[config.mk]
export PLATFORM = sky130hd
export DESIGN_NAME = uart_rx_cdc_bridge
export DESIGN_NICKNAME = d
export VERILOG_FILES = /design/src/rtl/uart_cdc_pkg.sv /design/src/rtl/sync_fifo_fwft.sv /design/src/rtl/uart_rx_cdc_bridge.sv
export SDC_FILE = /design/constraint.sdc
export NUM_CORES = 1
export LEC_CHECK = 0
export BUFFER_PORTS_ARGS = -buffer_cell sky130_fd_sc_hd__clkbuf_2
export CAP_MARGIN = 20
export CORE_ASPECT_RATIO = 0.8
export CORE_UTILIZATION = 60
export CTS_BUF_LIST = sky130_fd_sc_hd__clkbuf_8
export DETAILED_ROUTE_END_ITERATION = 8
export PLACE_DENSITY = 0.73
export SYNTH_ARGS = -nofsm -noshare
export SYNTH_HDL_FRONTEND = slang
export SYNTH_SLANG_ARGS = --single-unit
[constraint.sdc]
create_clock -name clk -period 3.2 [get_ports clk]
set_clock_uncertainty 0.05 [all_clocks]
set_input_delay 0.64 -clock clk [delete_from_list [all_inputs] [get_ports clk]]
set_output_delay 0.64 -clock clk [all_outputs]
set_load 0.02 [all_outputs]
[src/rtl/uart_cdc_pkg.sv]
// Shared types and defaults for the UART receive bridge.
//   rx_state_t : receiver FSM states (PARITY only reachable when
//                UART_RX_PARITY_EN is defined)
//   DEF_CLK_DIV / DEF_FIFO_AW : default bit period and FIFO address width
//   half_bit() : clk cycles from the start-bit edge to the start-bit centre
package uart_cdc_pkg;

    typedef enum logic [2:0] {
        IDLE,
        START,
        DATA,
        PARITY,
        STOP
    } rx_state_t;

    localparam int DEF_CLK_DIV = 521;   // 60 MHz / 115200 baud
    localparam int DEF_FIFO_AW = 4;

    function automatic int half_bit(input int div);
        return div / 2;
    endfunction

endpackage

[src/rtl/sync_fifo_fwft.sv]
// First-word-fall-through synchronous FIFO with a separately tracked level,
// so all 2**AW slots are usable.
// Ports:
//   clk, rstn        : clock, asynchronous active-low reset
//   push, push_data  : write request and data; accepted when not full, or
//                      when a pop happens in the same cycle
//   pop              : consumer takes head this cycle (ignored when empty)
//   head             : current head entry, forced to 0 while empty
//   valid            : FIFO not empty
//   overflow         : one-cycle pulse when a push is rejected (full, no pop)
//   level            : current occupancy, 0..2**AW
module sync_fifo_fwft #(
    parameter int WIDTH = 8,
    parameter int AW    = 4
) (
    input  logic             clk,
    input  logic             rstn,
    input  logic             push,
    input  logic [WIDTH-1:0] push_data,
    input  logic             pop,
    output logic [WIDTH-1:0] head,
    output logic             valid,
    output logic             overflow,
    output logic [AW:0]      level
);

    logic [WIDTH-1:0] mem [1 << AW];
    logic [AW-1:0]    wr_ptr;
    logic [AW-1:0]    rd_ptr;
    logic             full;
    logic             do_pop;
    logic             do_push;

    assign valid    = (level != '0);
    assign full     = (level == {1'b1, {AW{1'b0}}});
    assign do_pop   = pop && valid;
    // When full, a same-cycle pop frees the slot the push writes into.
    assign do_push  = push && (!full || do_pop);
    assign overflow = push && full && !do_pop;
    // Head is gated so the output reads 0 while empty, including after reset.
    assign head     = valid ? mem[rd_ptr] : '0;

    always_ff @(posedge clk) begin
        if (do_push) mem[wr_ptr] <= push_data;
    end

    always_ff @(posedge clk or negedge rstn) begin
        if (!rstn) begin
            wr_ptr <= '0;
            rd_ptr <= '0;
            level  <= '0;
        end else begin
            if (do_push) wr_ptr <= wr_ptr + AW'(1);
            if (do_pop)  rd_ptr <= rd_ptr + AW'(1);
            if (do_push && !do_pop)      level <= level + (AW+1)'(1);
            else if (do_pop && !do_push) level <= level - (AW+1)'(1);
        end
    end

endmodule

[src/rtl/uart_rx_cdc_bridge.sv]
// UART 8N1 receiver feeding a FWFT byte FIFO with a valid/ready output.
// Optional even parity: define UART_RX_PARITY_EN (adds PARITY state and the
// parity_err port; frame becomes 11 bit-times).
// Ports:
//   clk, rstn    : 60 MHz clock, asynchronous active-low reset
//   uart_rx      : asynchronous serial line, idle high
//   send_data    : FIFO head byte (0 while empty)
//   send_valid   : FIFO not empty
//   send_ready   : consumer accepts send_data this cycle
//   frame_err    : one-cycle pulse, stop bit sampled low
//   parity_err   : one-cycle pulse, parity mismatch (UART_RX_PARITY_EN only)
//   overflow     : one-cycle pulse, completed byte dropped on a full FIFO
//   fifo_level   : FIFO occupancy
module uart_rx_cdc_bridge
    import uart_cdc_pkg::*;
#(
    parameter int CLK_DIV = DEF_CLK_DIV,
    parameter int FIFO_AW = DEF_FIFO_AW
) (
    input  logic               clk,
    input  logic               rstn,
    input  logic               uart_rx,
    output logic [7:0]         send_data,
    output logic               send_valid,
    input  logic               send_ready,
    output logic               frame_err,
`ifdef UART_RX_PARITY_EN
    output logic               parity_err,
`endif
    output logic               overflow,
    output logic [FIFO_AW:0]   fifo_level
);

    localparam logic [15:0] HALF_LAST = 16'(half_bit(CLK_DIV) - 1);
    localparam logic [15:0] BIT_LAST  = 16'(CLK_DIV - 1);

    logic        rx_meta, rx_s, rx_prev;
    rx_state_t   state, state_n;
    logic [15:0] cnt, cnt_n;
    logic [2:0]  idx, idx_n;
    logic [7:0]  shreg, shreg_n;
    logic        push_n, ferr_n;
    logic        vld_p0, ferr_p0;
    logic [7:0]  data_p0;
`ifdef UART_RX_PARITY_EN
    logic        pbad, pbad_n, perr_n, perr_p0;
`endif

    // Two-flop synchroniser; rx_prev gives the falling edge that arms START,
    // so a line held low (break) cannot retrigger until it has gone high.
    always_ff @(posedge clk or negedge rstn) begin
        if (!rstn) begin
            rx_meta <= 1'b1;
            rx_s    <= 1'b1;
            rx_prev <= 1'b1;
        end else begin
            rx_meta <= uart_rx;
            rx_s    <= rx_meta;
            rx_prev <= rx_s;
        end
    end

    always_comb begin
        state_n = state;
        cnt_n   = cnt;
        idx_n   = idx;
        shreg_n = shreg;
        push_n  = 1'b0;
        ferr_n  = 1'b0;
`ifdef UART_RX_PARITY_EN
        pbad_n  = pbad;
        perr_n  = 1'b0;
`endif
        case (state)
            IDLE: begin
                if (rx_prev && !rx_s) begin
                    state_n = START;
                    cnt_n   = '0;
`ifdef UART_RX_PARITY_EN
                    pbad_n  = 1'b0;
`endif
                end
            end
            START: begin
                if (cnt == HALF_LAST) begin
                    // A start bit that is high again at its centre is a glitch.
                    state_n = rx_s ? IDLE : DATA;
                    cnt_n   = '0;
                    idx_n   = '0;
                end else begin
                    cnt_n = cnt + 16'd1;
                end
            end
            DATA: begin
                if (cnt == BIT_LAST) begin
                    cnt_n   = '0;
                    shreg_n = {rx_s, shreg[7:1]};
                    idx_n   = idx + 3'd1;
`ifdef UART_RX_PARITY_EN
                    if (idx == 3'd7) state_n = PARITY;
`else
                    if (idx == 3'd7) state_n = STOP;
`endif
                end else begin
                    cnt_n = cnt + 16'd1;
                end
            end
`ifdef UART_RX_PARITY_EN
            PARITY: begin
                if (cnt == BIT_LAST) begin
                    cnt_n   = '0;
                    pbad_n  = rx_s ^ (^shreg);
                    perr_n  = pbad_n;
                    state_n = STOP;
                end else begin
                    cnt_n = cnt + 16'd1;
                end
            end
`endif
            STOP: begin
                // Leaving at mid-stop-bit leaves time to catch a back-to-back start.
                if (cnt == BIT_LAST) begin
                    state_n = IDLE;
                    if (!rx_s) ferr_n = 1'b1;
`ifdef UART_RX_PARITY_EN
                    else       push_n = !pbad;
`else
                    else       push_n = 1'b1;
`endif
                end else begin
                    cnt_n = cnt + 16'd1;
                end
            end
            default: state_n = IDLE;
        endcase
    end

    // Stage p0: completed byte registered as a push request.
    always_ff @(posedge clk or negedge rstn) begin
        if (!rstn) begin
            state   <= IDLE;
            cnt     <= '0;
            idx     <= '0;
            vld_p0  <= 1'b0;
            ferr_p0 <= 1'b0;
`ifdef UART_RX_PARITY_EN
            pbad    <= 1'b0;
            perr_p0 <= 1'b0;
`endif
        end else begin
            state   <= state_n;
            cnt     <= cnt_n;
            idx     <= idx_n;
            vld_p0  <= push_n;
            ferr_p0 <= ferr_n;
`ifdef UART_RX_PARITY_EN
            pbad    <= pbad_n;
            perr_p0 <= perr_n;
`endif
        end
    end

    always_ff @(posedge clk) begin
        shreg <= shreg_n;
        if (push_n) data_p0 <= shreg;
    end

    assign frame_err = ferr_p0;
`ifdef UART_RX_PARITY_EN
    assign parity_err = perr_p0;
`endif

    sync_fifo_fwft #(
        .WIDTH (8),
        .AW    (FIFO_AW)
    ) u_fifo (
        .clk       (clk),
        .rstn      (rstn),
        .push      (vld_p0),
        .push_data (data_p0),
        .pop       (send_ready),
        .head      (send_data),
        .valid     (send_valid),
        .overflow  (overflow),
        .level     (fifo_level)
    );

endmodule

Yosys cells after proc, flatten, opt, wreduce, memory -nomap -nowiden
Memory sizes are Yosys's and may differ from the RTL's.
Index checks and enable logic that the tools add are counted.
- add/sub/neg operators: 6
- eq/ne operators: 13
- mux-type cells: 26
- reduce and logical (&&, ||, !) cells: 21
- operators with widths (operator ; number):
    16-bit two-way mux ; 4
    16-bit one-hot mux with 4 select lines ; 1
    3-bit two-way mux ; 7
    16-bit by 1-bit adder with 16-bit output, second input constant ; 1
    16-bit by 10-bit == test with 1-bit output, second input constant ; 1
    16-bit by 9-bit == test with 1-bit output, second input constant ; 1
    2-bit != test, second input constant ; 6
    3-bit one-hot mux with 4 select lines ; 1
    5-bit two-way mux ; 2
    4-bit by 1-bit adder with 4-bit output, second input constant ; 2
    1-bit two-way mux ; 8
    8-bit two-way mux ; 1
    1-bit logical AND ; 7
    3-bit == test, second input constant ; 2
    3-bit one-hot mux with 2 select lines ; 1
    3-bit AND reduction ; 2
    5-bit by 1-bit adder with 5-bit output, second input constant ; 1
    5-bit == test, second input constant ; 1
    5-bit AND reduction ; 1
    5-bit nonzero test ; 1
    5-bit by 1-bit subtractor with 5-bit output, second input constant ; 1
    1-bit logical NOT ; 4
    2-bit nonzero test ; 2
    4-bit nonzero test ; 1
    7 further kinds ; 7
- flip-flop bits (word level): 56
- RAM bits: 128
- input bits: 4
- output and inout port bits: 16
- logic and storage cells: 80
- memories kept: 1
- memory list (name ; depth ; width ; read ports ; clocked after memory_dff ; write ports ; RTL line ; source):
    u_fifo.mem ; 16 ; 8 ; 1 ; 0 ; 1 ; sync_fifo_fwft.sv:27 ; logic [WIDTH-1:0] mem [1 << AW];

Depth between registers and ports, before layout
- depth after elaboration: 8
- mapped depth: 14
- mapped depth without buffers: 13

Hierarchy
A second synthesis with hierarchy kept.
- cells, all modules: 478
- area, all modules: 7862.5 µm²
- by module, submodules not included (module ; times used ; cells each ; area each (µm²) ; seq. area each (µm²)):
    sync_fifo_fwft ; 1 ; 301 ; 5836.8 ; 4169.0
    uart_rx_cdc_bridge ; 1 ; 177 ; 2025.7 ; 1159.9

Worst setup path after synthesis
No wires, ideal clock.
- kind: reg-to-reg
- start: register u_fifo.level[0]
- end: register u_fifo.level[4]
- setup time: 0.132 ns
- arrival: 2.886 ns
- data required time: 3.018 ns
- path slack: 0.131 ns
- cell stages (with the launch flop): 15
- path buffers: 1
- clock period less this slack: 3.069 ns
- cells stage by stage: dfrtp_1 nor4_1 nor2b_1 buf_2 inv_1 and2_1 inv_1 ha_1 inv_1 fa_1 a21o_1 a21oi_1 xnor2_1 nor2_1 xor2_1
- cells in the longest elaborated chain, start to end: 7
- elaborated cells between the ends (all ways): 15
- classes of those cells: add/sub (2); eq/ne (1); mux (2); reduce/logical (10)
- ends and longest elaborated chain (item ; RTL line ; source):
    start, declared ; sync_fifo_fwft.sv:24 ; output logic [AW:0] level
    start signal, assigned ; sync_fifo_fwft.sv:55 ; if (do_push && !do_pop) level <= level + (AW+1)'(1);
    start signal, assigned ; sync_fifo_fwft.sv:56 ; else if (do_pop && !do_push) level <= level - (AW+1)'(1);
    5-bit nonzero test (*) ; sync_fifo_fwft.sv:34 ; assign valid = (level != '0);
    net send_valid ; uart_rx_cdc_bridge.sv:24 ; output logic send_valid,
    1-bit logical AND (*) ; sync_fifo_fwft.sv:36 ; assign do_pop = pop && valid;
    1-bit logical OR ; sync_fifo_fwft.sv:38 ; assign do_push = push && (!full || do_pop);
    1-bit logical AND ; sync_fifo_fwft.sv:38 ;
    1-bit logical NOT ; sync_fifo_fwft.sv:56 ;
    1-bit logical AND ; sync_fifo_fwft.sv:56 ;
    2-bit nonzero test (no line) ; n/a ;
Mark *: on every way through the listed nets, which the timed path passes. The rest lies on a longest branch. The select of a mux whose other input is x is not followed.
A chain may end at the register's enable or synchronous reset.

Worst setup path in the final report
- start: register u_fifo.level[0]
- end: register u_fifo.level[4]
- cells in the longest elaborated chain, start to end: 7
- elaborated cells between the ends (all ways): 15
- classes of those cells: add/sub (2); eq/ne (1); mux (2); reduce/logical (10)
- ends and longest elaborated chain (item):
    parallel branches: the longest is 7 deep, another holds 5-bit by 1-bit subtractor with 5-bit output
Parallel ways; which one is timed is not known. The select of a mux whose other input is x is not followed.

==> results.sh <==
export IMPL_cts_tree="done"
export IMPL_whs_ps=205.3
export IMPL_path_delay_family="simple AND/OR/NAND/NOR gates"
export IMPL_setup_viol=0
export IMPL_drtIter0Drc=394
export IMPL_cap_violations=0
export IMPL_fin_crit_sh_pct=93.66
export IMPL_start_util_pct=61.88
export IMPL_grt_pass1_wl_mm=21.33
export IMPL_h_tree_depth=4
export IMPL_cpMostUsedCell="inv_1"
export IMPL_coreArea_sq_um=12210
export IMPL_rows=36
export IMPL_crit_path_start_kind="register"
export IMPL_ys_warn_count=0
export IMPL_mostFrequentLayoutCells="edfxtp_1, nor2_1, dfrtp_1"
export IMPL_synth_seq_cells=184
export IMPL_critical_path_max_stage_delay_ps=460
export IMPL_endpoint_kind="register"
export IMPL_routed_wl_mm=13.41
export IMPL_dp_slack_ps=172.0
export IMPL_layout_nets=501
export IMPL_drtPass1Iterations=4
export IMPL_clockRootBuffer="clkbuf_8"
export IMPL_r2r_slack_ps=200
export IMPL_dp_hpwl_mm=8.745
export IMPL_place_congestion=0.8145
export IMPL_track_usage_pct=22.93
export IMPL_drive_gt1_share_pct=24.04
export IMPL_ant_nets=0
export IMPL_die_x_microns=127.4
export IMPL_layout_commonest_cell="edfxtp_1"
export IMPL_cp_required_ps=3500
export IMPL_die_y_microns=102.4
export IMPL_routed_via_count=3886
export IMPL_hold_path_class="in2reg"
export IMPL_synth_edff_count=144
export IMPL_relSlewSlack_pct=48.52
export IMPL_whs_path_depth=1
export IMPL_p_per_area_nw_per_um2=539.1
export IMPL_async_flop_share_pct=21.74
export IMPL_regToRegStartpoint="u_fifo.level[0]$_DFFE_PN0P_"
export IMPL_crit_path_cell_trace="nor4_2 > nor2b_1 > inv_1 > and2_1 > inv_1 > ha_1 > inv_1 > fa_1 > a21o_1 > a21oi_1 > xnor2_1 > nor2_1 > xor2_1"
export IMPL_grt_overflow_total=0
export IMPL_path_clk_slew_ps=90
export IMPL_wire_per_inst_microns=20.14
export IMPL_cts_num_sinks=184
export IMPL_fin_tns_setup_ps=0
export IMPL_crit_fanout=5
export IMPL_fmax_mhz=333.7
export IMPL_area_delta_synth_final_pct=10.68
export IMPL_path_buf_inv=3
export IMPL_path_class="reg2reg"
export IMPL_clockBufferDepth=2
export IMPL_hold_end="rx_meta$_DFF_PN1_"
export IMPL_r2r_end="u_fifo.level[4]$_DFFE_PN0P_"
export IMPL_vias_per_cell=5.835
export IMPL_avgSynthCellArea_sq_um=16.94
export IMPL_worst_r2r_cell_count=13
export IMPL_worst_pin_slew_ps=769.3
export IMPL_finalHoldViolCount=0
export IMPL_crit_slowest_cell="dfrtp_1"
export IMPL_slew_viol_final=0
export IMPL_clkLatencyLatePin_ps=460
export IMPL_period_needed_ps=2997
export IMPL_die_area_sq_um=13040
export IMPL_io_pins=20
export IMPL_ir_drop_uv=413.4
export IMPL_p_leak_nw=2.952
export IMPL_portBuffers=19
export IMPL_run_status="completed"
export IMPL_hp_start="uart_rx"
export IMPL_grt_max_degree=41
export IMPL_synth_cell_area_sq_um=7553
export IMPL_grt_pass1_vias=3977
export IMPL_syn_inst=446
export IMPL_ys_dominant_reg_cell="edfxtp_1"
export IMPL_diodes=0
export IMPL_rsz0062_at_grt="no"
export IMPL_synth_fp_nets=464
export IMPL_final_setup_worst_slack_ps=203.0
export IMPL_seq_area_frac_synth_pct=70.55
export IMPL_synth_cell_types=51
export IMPL_remaining_drc_errors=0
export IMPL_cp_arrival_ps=3300
export IMPL_grt_antenna_before_repair=0
export IMPL_cts_made_buffers=17
-- logic make-up (layout without fill, tap and decap cells) --
group	after synthesis	after routing	share of synthesized area [%]
AOI/OAI and AO/OA	49	49	4.887
DFF	184	184	70.55
xor gates and xnor gates	25	25	2.899
buffers and inverters	32	81	1.806
muxes	35	35	10.04
and+or+nand+nor	106	106	7.255
adders and majority gates	15	15	2.568
-- worst reg2reg max path: stages, from the launching register on --
cell and delay [ps]:
dfrtp_1 460, nor4_2 350, nor2b_1 210, inv_1 70, and2_1 190, inv_1 120, ha_1 200, inv_1 110
fa_1 410, a21o_1 190, a21oi_1 190, xnor2_1 140, nor2_1 60, xor2_1 150
-- sequential cells by signal (all words and copies together) (netlist names), 3 cells and up --
signal         flops
cnt               16
u_fifo.mem       128
idx                3
u_fifo.level       5
u_fifo.rd_ptr      4
state              3
shreg              8
u_fifo.wr_ptr      4
data_p0            8
-- report_power, final --
group	total (mW)	switching, mW	internal (mW)
registers	2.64	0.0555	2.58
logic	0.281	0.170	0.111
clock network	1.59	0.818	0.772
total	4.51	1.04	3.46
-- through the flow --
step | utilization (%) | area [sq um] | total power [mW] | instances
after floorplan | - | 7553 | 2.903 | 446
after global placement | 64.85 | 7916 | 2.945 | 633
after detailed placement | 64.85 | 7916 | 2.962 | 633
after CTS | 68.19 | 8324 | 4.532 | 664
after global routing | 68.49 | 8361 | 4.676 | 666
final | 68.49 | 8361 | 4.507 | 666
-- per-layer routing --
metal	vias to the layer above	routed length [microns]	GRT usage, %
met3	13	508	6.859
met2	70	6553	35.60
li1	1794	-	-
met1	2009	6211	31.39
met4	0	141	8.150
met5	-	0	0
-- layout make-up --
class,instances,area [sq um]
Sequential cell,184,5330
Fill cell,808,3846
Inverter,11,41.29
Tap cell,171,214.0
Timing Repair Buffer,39,272.8
Clock inverter,14,173.9
Clock buffer,17,234.0
Multi-Input combinational cell,230,2095
-- what timing repair did --
item | CTS | global route
setup endpoints to repair | 0 | 1
setup buffers | 0 | 0
gates resized for setup | 0 | 1
hold endpoints to repair | 0 | 8
hold buffers | 0 | 1
-- worst max path at each step --
stage,start,endpoint,cells after the start
2_1_floorplan,u_fifo.level[0]$_DFFE_PN0P_,u_fifo.level[4]$_DFFE_PN0P_,14
3_3_place_gp,u_fifo.level[0]$_DFFE_PN0P_,u_fifo.level[4]$_DFFE_PN0P_,13
3_5_place_dp,u_fifo.level[0]$_DFFE_PN0P_,u_fifo.level[4]$_DFFE_PN0P_,13
4_1_cts,u_fifo.rd_ptr[0]$_DFFE_PN0N_,send_data[1],5
5_1_grt,u_fifo.level[0]$_DFFE_PN0P_,u_fifo.level[4]$_DFFE_PN0P_,13
6_report,u_fifo.level[0]$_DFFE_PN0P_,u_fifo.level[4]$_DFFE_PN0P_,13
-- cells in the mapped netlist, drive strengths merged (6+ instances only) --
cell type,instances,share of area [%]
buf,14,0.91
edfxtp,144,57
xor2,13,1.5
nand3,6,0.40
inv,11,0.55
nand2,21,1.1
nor2,37,1.8
clkbuf,7,0.35
nand4,10,0.83
mux4,32,9.5
dfrtp,37,12
ha,13,2.2
a22oi,16,1.6
nor3,7,0.46
xnor2,12,1.4
a21oi,14,0.98
(Power assumes the default switching activity.)
